## config.mk

```make
export PLATFORM = sky130hd
export DESIGN_NAME = gf2m_digit_serial_mult_flat
export DESIGN_NICKNAME = d
export VERILOG_FILES = /design/src/rtl/gf2m_digit_serial_mult_if.sv /design/src/rtl/gf2m_digit_serial_mult.sv /design/src/flat_wrapper.sv
export SDC_FILE = /design/constraint.sdc
export NUM_CORES = 2
export LEC_CHECK = 0
export BUFFER_PORTS_ARGS = -buffer_cell sky130_fd_sc_hd__buf_2
export CORE_MARGIN = 2
export CORE_UTILIZATION = 64
export DETAILED_ROUTE_END_ITERATION = 7
export PLACE_DENSITY = 0.95
export SYNTH_ARGS = -nofsm -noshare
export SYNTH_HDL_FRONTEND = slang
export SYNTH_SLANG_ARGS = --single-unit
```

## constraint.sdc

```tcl
create_clock -name clk -period 5.15 [get_ports clk]
set_input_delay 1.03 -clock clk [delete_from_list [all_inputs] [get_ports clk]]
set_output_delay 1.03 -clock clk [all_outputs]
set_load 0.01 [all_outputs]
```

## src/rtl/gf2m_digit_serial_mult_if.sv

```systemverilog
// gf2m_digit_serial_mult_if: operand/result valid-ready channel of the GF(2^M) multiplier
interface gf2m_digit_serial_mult_if #(
    parameter int M = 163
);
    logic         in_valid;
    logic         in_ready;
    logic [M-1:0] a;
    logic [M-1:0] b;
    logic         out_valid;
    logic         out_ready;
    logic [M-1:0] c;

    modport master (
        output in_valid, a, b, out_ready,
        input  in_ready, out_valid, c
    );

    modport slave (
        input  in_valid, a, b, out_ready,
        output in_ready, out_valid, c
    );
endinterface

```

## src/rtl/gf2m_digit_serial_mult.sv

```systemverilog
// gf2m_digit_serial_mult: digit-serial GF(2^M) multiplier, MSB digit first, optional op counter under GF_MULT_OPCNT_EN
module gf2m_digit_serial_mult #(
    parameter int           M    = 163,
    parameter int           D    = 8,
    parameter logic [M-1:0] POLY = 'hC9
) (
    input  logic        clk,
    input  logic        rst,
`ifdef GF_MULT_OPCNT_EN
    output logic [31:0] op_count,
`endif
    gf2m_digit_serial_mult_if.slave ifc
);
    localparam int NDIG = (M + D - 1) / D;
    localparam int W    = NDIG * D;
    localparam int CW   = $clog2(NDIG + 1);

    typedef enum logic [1:0] {IDLE, RUN, DONE} state_t;

    state_t        state_q, state_d;
    logic [M-1:0]  a_q, a_d;
    logic [W-1:0]  b_q, b_d;
    logic [M-1:0]  acc_q, acc_d;
    logic [M-1:0]  c_q, c_d;
    logic [CW-1:0] cnt_q, cnt_d;
    logic [M-1:0]  step;
    logic          last;

    // multiply by x and fold x^M back through P(x)
    function automatic logic [M-1:0] xtime(input logic [M-1:0] t);
        return {t[M-2:0], 1'b0} ^ (t[M-1] ? POLY : '0);
    endfunction

    // one digit of Horner: acc*x^D + a*digit, reduced after every bit
    always_comb begin
        step = acc_q;
        for (int i = D - 1; i >= 0; i--)
            step = xtime(step) ^ (b_q[W-D+i] ? a_q : '0);
    end

    // next-state and datapath update for IDLE / RUN / DONE
    always_comb begin
        state_d = state_q;
        a_d     = a_q;
        b_d     = b_q;
        acc_d   = acc_q;
        c_d     = c_q;
        cnt_d   = cnt_q;
        last    = cnt_q == CW'(NDIG - 1);
        case (state_q)
            IDLE: if (ifc.in_valid) begin
                a_d     = ifc.a;
                b_d     = W'(ifc.b);
                acc_d   = '0;
                cnt_d   = '0;
                state_d = RUN;
            end
            RUN: begin
                acc_d = step;
                b_d   = b_q << D;
                cnt_d = cnt_q + 1'b1;
                if (last) begin
                    c_d     = step;
                    state_d = DONE;
                end
            end
            DONE: if (ifc.out_ready) state_d = IDLE;
            default: state_d = IDLE;
        endcase
    end

    // state and datapath registers
    always_ff @(posedge clk) begin
        if (rst) begin
            state_q <= IDLE;
            a_q     <= '0;
            b_q     <= '0;
            acc_q   <= '0;
            c_q     <= '0;
            cnt_q   <= '0;
        end else begin
            state_q <= state_d;
            a_q     <= a_d;
            b_q     <= b_d;
            acc_q   <= acc_d;
            c_q     <= c_d;
            cnt_q   <= cnt_d;
        end
    end

    assign ifc.in_ready  = state_q == IDLE;
    assign ifc.out_valid = state_q == DONE;
    assign ifc.c         = c_q;

`ifdef GF_MULT_OPCNT_EN
    logic [31:0] op_count_q, op_count_d;

    // count retirements, wrapping naturally at 2^32
    always_comb op_count_d = op_count_q + 32'(ifc.out_valid & ifc.out_ready);

    // retirement counter register
    always_ff @(posedge clk) begin
        if (rst) op_count_q <= '0;
        else     op_count_q <= op_count_d;
    end

    assign op_count = op_count_q;
`endif
endmodule
```

## src/flat_wrapper.sv

```systemverilog
// flat-port wrapper written by rule: the top's interface ports become plain ports
module gf2m_digit_serial_mult_flat 
#(
    parameter int           M    = 163,
    parameter int           D    = 8,
    parameter logic [M-1:0] POLY = 'hC9
)
  (clk, rst, ifc_in_valid, ifc_a, ifc_b, ifc_out_ready, ifc_in_ready, ifc_out_valid, ifc_c);
  gf2m_digit_serial_mult_if #(.M(M)) ifc_i ();
  input  logic clk;
  input  logic rst;
  input wire logic [$bits(ifc_i.in_valid)-1:0] ifc_in_valid;
  input wire logic [$bits(ifc_i.a)-1:0] ifc_a;
  input wire logic [$bits(ifc_i.b)-1:0] ifc_b;
  input wire logic [$bits(ifc_i.out_ready)-1:0] ifc_out_ready;
  output wire logic [$bits(ifc_i.in_ready)-1:0] ifc_in_ready;
  output wire logic [$bits(ifc_i.out_valid)-1:0] ifc_out_valid;
  output wire logic [$bits(ifc_i.c)-1:0] ifc_c;
  assign ifc_i.in_valid = ifc_in_valid;
  assign ifc_i.a = ifc_a;
  assign ifc_i.b = ifc_b;
  assign ifc_i.out_ready = ifc_out_ready;
  assign ifc_in_ready = ifc_i.in_ready;
  assign ifc_out_valid = ifc_i.out_valid;
  assign ifc_c = ifc_i.c;
  gf2m_digit_serial_mult #(.M(M), .D(D), .POLY(POLY)) u_core (.clk(clk), .rst(rst), .ifc(ifc_i));
endmodule
```

* After elaboration in Yosys (flattened, before gate mapping) *
Index checks and enable logic that the tools add are counted.

cells by class
  add/subtract/negate cells = 1
  eq/ne operators = 6
  mux-type cells = 26
  bitwise operators = 16
  reductions and logical operators = 6

operators by type and width
  operator             count
  $xor 163x163->163    16
  $mux 163             9
  $pmux 168 s2         1
  $pmux 163 s2         1
  $mux 168             1
  $mux 8               8
  $pmux 5 s2           1
  $mux 2               3
  $pmux 2 s3           1
  $reduce_and 2->1     3
  $add 5x1->5 const B  1
  $eq 5x5->1 const B   1
  $mux 5               1
  $ne 2x2->1 const B   2
  $reduce_and 3->1     1
  $eq 2x1->1 const B   1
  $eq 2x2->1 const B   1
  $logic_not 2->1      1
  $ne 2x1->1 const B   1
  $reduce_bool 2->1    1

storage, ports and cells
  flip-flop bits (word level) = 664
  bits of input ports = 330
  output and inout port bits = 165
  logic and storage cells = 61

* Longest topological paths before layout *
  depth after elaboration = 25
  depth in mapped cells = 10
  depth with buffers taken out = 7

* Least setup slack after synthesis *
OpenSTA, ideal clock, no wires.

  path kind = input to register
  start = in ifc_in_valid
  end = reg u_core.a_q[100]
  setup time = 0.070 ns
  arrival time = 2.261 ns
  data required time = 5.080 ns
  path slack = 2.819 ns
  stages on the path = 7
  path buffers = 4
  cell sequence = and2_1 > clkbuf_1 > clkbuf_1 > clkbuf_1 > clkbuf_1 > nand2_1 > a21oi_1

on the way
  cells in the longest elaborated chain, start to end = 1

RTL lines
  what                        line                          text
  from (decl)                 flat_wrapper.sv:12            input wire logic [$bits(ifc_i.in_valid)-1:0] ifc_in_valid;
  $reduce_and 2->1 (no line)  n/a
  to (signal assigned)        gf2m_digit_serial_mult.sv:76  a_q <= '0;
  to (signal assigned)        gf2m_digit_serial_mult.sv:83  a_q <= a_d;
  to (decl)                   gf2m_digit_serial_mult.sv:21  logic [M-1:0] a_q, a_d;

Every way passes these cells.
A chain may end at the register's enable or synchronous reset.

* Worst setup path in the final report *
  start = reg u_core.b_q[166]
  end = reg u_core.acc_q[8]

on the way
  cells in the longest elaborated chain, start to end = 16
  elaborated cells on any way between the ends = 18
  those cells by class = mux (5); bitwise (13)

RTL lines
  what                                         line                          text
  from (decl)                                  gf2m_digit_serial_mult.sv:22  logic [W-1:0] b_q, b_d;
  from (signal assigned)                       gf2m_digit_serial_mult.sv:77  b_q <= '0;
  from (signal assigned)                       gf2m_digit_serial_mult.sv:84  b_q <= b_d;
  $mux 163 (*)                                 gf2m_digit_serial_mult.sv:38  step = xtime(step) ^ (b_q[W-D+i] ? a_q : '0);
  $xor 163x163->163 (*)                        gf2m_digit_serial_mult.sv:38
  $mux 8 or $xor 163x163->163 (tied branches)  gf2m_digit_serial_mult.sv:31  return {t[M-2:0], 1'b0} ^ (t[M-1] ? POLY : '0);
  $xor 163x163->163 (*)                        gf2m_digit_serial_mult.sv:31
  $xor 163x163->163 (*)                        gf2m_digit_serial_mult.sv:38
  $xor 163x163->163 (*)                        gf2m_digit_serial_mult.sv:31
  $xor 163x163->163 (*)                        gf2m_digit_serial_mult.sv:38
  $xor 163x163->163 (*)                        gf2m_digit_serial_mult.sv:31
  $xor 163x163->163 (*)                        gf2m_digit_serial_mult.sv:38
  $xor 163x163->163 (*)                        gf2m_digit_serial_mult.sv:31
  $xor 163x163->163 (*)                        gf2m_digit_serial_mult.sv:38
  $xor 163x163->163 (*)                        gf2m_digit_serial_mult.sv:31
  $xor 163x163->163 (*)                        gf2m_digit_serial_mult.sv:38
  $xor 163x163->163 (*)                        gf2m_digit_serial_mult.sv:31
  $xor 163x163->163 (*)                        gf2m_digit_serial_mult.sv:38
  $pmux 163 s2 (*)                             gf2m_digit_serial_mult.sv:50  case (state_q)
  to (signal assigned)                         gf2m_digit_serial_mult.sv:78  acc_q <= '0;
  to (signal assigned)                         gf2m_digit_serial_mult.sv:85  acc_q <= acc_d;
  to (decl)                                    gf2m_digit_serial_mult.sv:23  logic [M-1:0] acc_q, acc_d;

Mark *: on every way between the ends. The rest lies on a longest branch, timed or not.

==> flow_summary.ini <==
[timing]
worstMarginPinSlew_ps = 1400
fin_crit_sh_pct = 61.0
maxSlewViolCount = 0
finalSetupViolations = 0
min_period_ps = 3140
final_hold_viol_count = 0
finalClockSkew_ps = 24.6
hold_slack_ps = 447
max_freq_mhz = 318
maxSlewHeadroom_pct = 6.58
rsz0062_at_grt = false
setup_tns_ps = 0

[floorplanning]
initial_utilization_pct = 64.4
dieArea_um2 = 66700
io_pins = 495
die_w_um = 258
fp-row-count = 93
core_area_um2 = 64200
die_y_um = 258

[worst_setup_path]
cp_max_fo = 79
reg2reg_depth = 7
critical_path_required_ps = 5720
cp-start-kind = flip-flop
end_kind = flip-flop
crit_type = flip-flop to flip-flop
crit_arrival_ps = 3710

[cells_and_area]
drive_gt1_share_pct = 11.4
final_cell_area_um2 = 45800
multiInputGateArea_um2 = 25900
ff_latch_area_um2 = 13300
nets = 6233
syn_to_final_growth_pct = 10.6
fill_cells = 4496

[global_route]
grt_antenna_before_repair = 10
grt_usage_pct = 37.5
overflow = 0
grt_pass1_vias = 39073
grt_max_degree = 218
grt_pass1_wl_mm = 205

[yosys]
avgSynthCellArea_um2 = 7.07
synth.area.top_cells = dfxtp_1, nand2_1, xnor2_1
synth_cell_types = 30
synth_most_common_cell = nand2_1
syn-num-nets = 6185
synth_edf_count = 0
synth_common_cells = nand2_1, xnor2_1, dfxtp_1
synth_area_um2 = 41400
synth_warnings = 0
synth_top_flop_cell = dfxtp_1
ys_ff_latch = 664
synthArstFlopShare_pct = 0
synth_top_area_cell = dfxtp_1
synth_top_area_share_pct = 32.1
seq_area_frac_synth_pct = 32.1
synth_cells = 5853

[hold_path]
min_path_type = flip-flop to flip-flop
min_path_cells = 2

[power_and_ir_drop]
total_power_mw = 12.6
ir_drop_mv = 0.270
p_per_area_nw_per_um2 = 276
p_leak_nw = 15.1

[placement]
dpl_cell_area_um2 = 43300
io_buffers = 494
routabilityCongestion = 0.888
dp_hpwl_mm = 80.6

[clocking]
path_clk_slew_ps = 60
post_cts_resize_count = 0
cts_hold_buf = 0
cts_tree = yes
htreeDepth = 3
clock-sinks = 664
post-cts-setup-buffer-count = 0
clockBufferDepth = 3
cts_buffers = 73
cts_root_buffer = clkbuf_16
clk_latency_ps = 640

[run_status]
status = finished, violations left
violations = design-rule violations

[flow_run]
drv_cap = 0

[route]
vias_per_cell = 6.04
num_vias = 41162
wirelength_mm = 130
drc = 5
first_pass_iters = 8
ant_nets = 0
drt_iter0_drc = 5824
wl_per_cell_um = 19.1
## flip-flops by register name, summed over array words and instances, names as in the netlist
name	cells
u_core.acc_q	163
u_core.cnt_q	5
u_core.a_q	163
u_core.state_q	2
u_core.ifc.c	163
u_core.b_q	168
## worst max-delay path: stages (launching register included)
cell and delay, ps:
dfxtp_4 1000, nand2_1 170, xnor3_1 400, xor3_2 460
xnor3_1 450, xnor2_1 260, nand2_1 110, a21oi_2 160
## kinds of logic after synthesis
family / Yosys count / synth area share [%]
adders and majority gates: 2 / 0.0605
xor gates and xnor gates: 1316 / 28.4
AOI/OAI and AO/OA: 815 / 10.8
DFF: 664 / 32.1
and+or+nand+nor: 2489 / 23.2
buffers and inverters: 567 / 5.34
## routing by layer
layer | global-route usage (%) | wire [um] | up-vias
met5 | 0 | 49 | -
met4 | 24.0 | 9100 | 8
met3 | 9.15 | 15800 | 685
met2 | 59.3 | 58700 | 2989
met1 | 45.9 | 46300 | 19061
li1 | - | - | 18419
## metrics by stage
step	setup slack, ps	std cells	utilization, %
floorplan	2820	5853	-
global placement	2130	6681	67.3
detailed placement	2040	6681	67.3
CTS	2090	6807	71.2
global route	1900	6811	71.2
finish	2010	6812	71.2
## area by class of cell
cell class | count | area share, %
multi-input combinational | 4622 | 56.6
inverter | 3 | 0.0246
antenna | 5 | 0.0273
tap | 855 | 2.34
clock inverter | 38 | 1.11
clock buffer | 88 | 4.32
timing repair buffer | 537 | 6.43
sequential | 664 | 29.1
## power breakdown
group / internal, mW / switching, mW
clock network: 3.17 / 2.32
registers: 5.33 / 0.380
logic: 0.534 / 0.902
total: 9.04 / 3.60
## final timing paths
path              slack [ps]                            to                         start
hold / removal           450  u_core.b_q[166]$_SDFFE_PP0P_  u_core.b_q[158]$_SDFFE_PP0P_
hold reg to reg          450  u_core.b_q[166]$_SDFFE_PP0P_  u_core.b_q[158]$_SDFFE_PP0P_
setup / recovery        2010  u_core.acc_q[8]$_SDFFE_PP0P_  u_core.b_q[166]$_SDFFE_PP0P_
setup reg to reg        2010  u_core.acc_q[8]$_SDFFE_PP0P_  u_core.b_q[166]$_SDFFE_PP0P_
## cells in the final DEF, fill, tap and decap left out, types with 4 or more instances in the layout
master,count
clkinvlp_4,4
nand2_1,2279
bufinv_16,8
buf_2,493
diode_2,5
nor3_1,4
clkinv_2,16
clkbuf_8,7
xnor3_1,14
buf_4,32
dfxtp_4,8
a21oi_1,654
a22oi_1,155
dfxtp_1,656
nand3_1,177
buf_12,11
xor2_1,328
clkbuf_1,7
nor2_1,13
xnor2_1,972
clkbuf_16,74
Power figures use the tool's default switching activity.
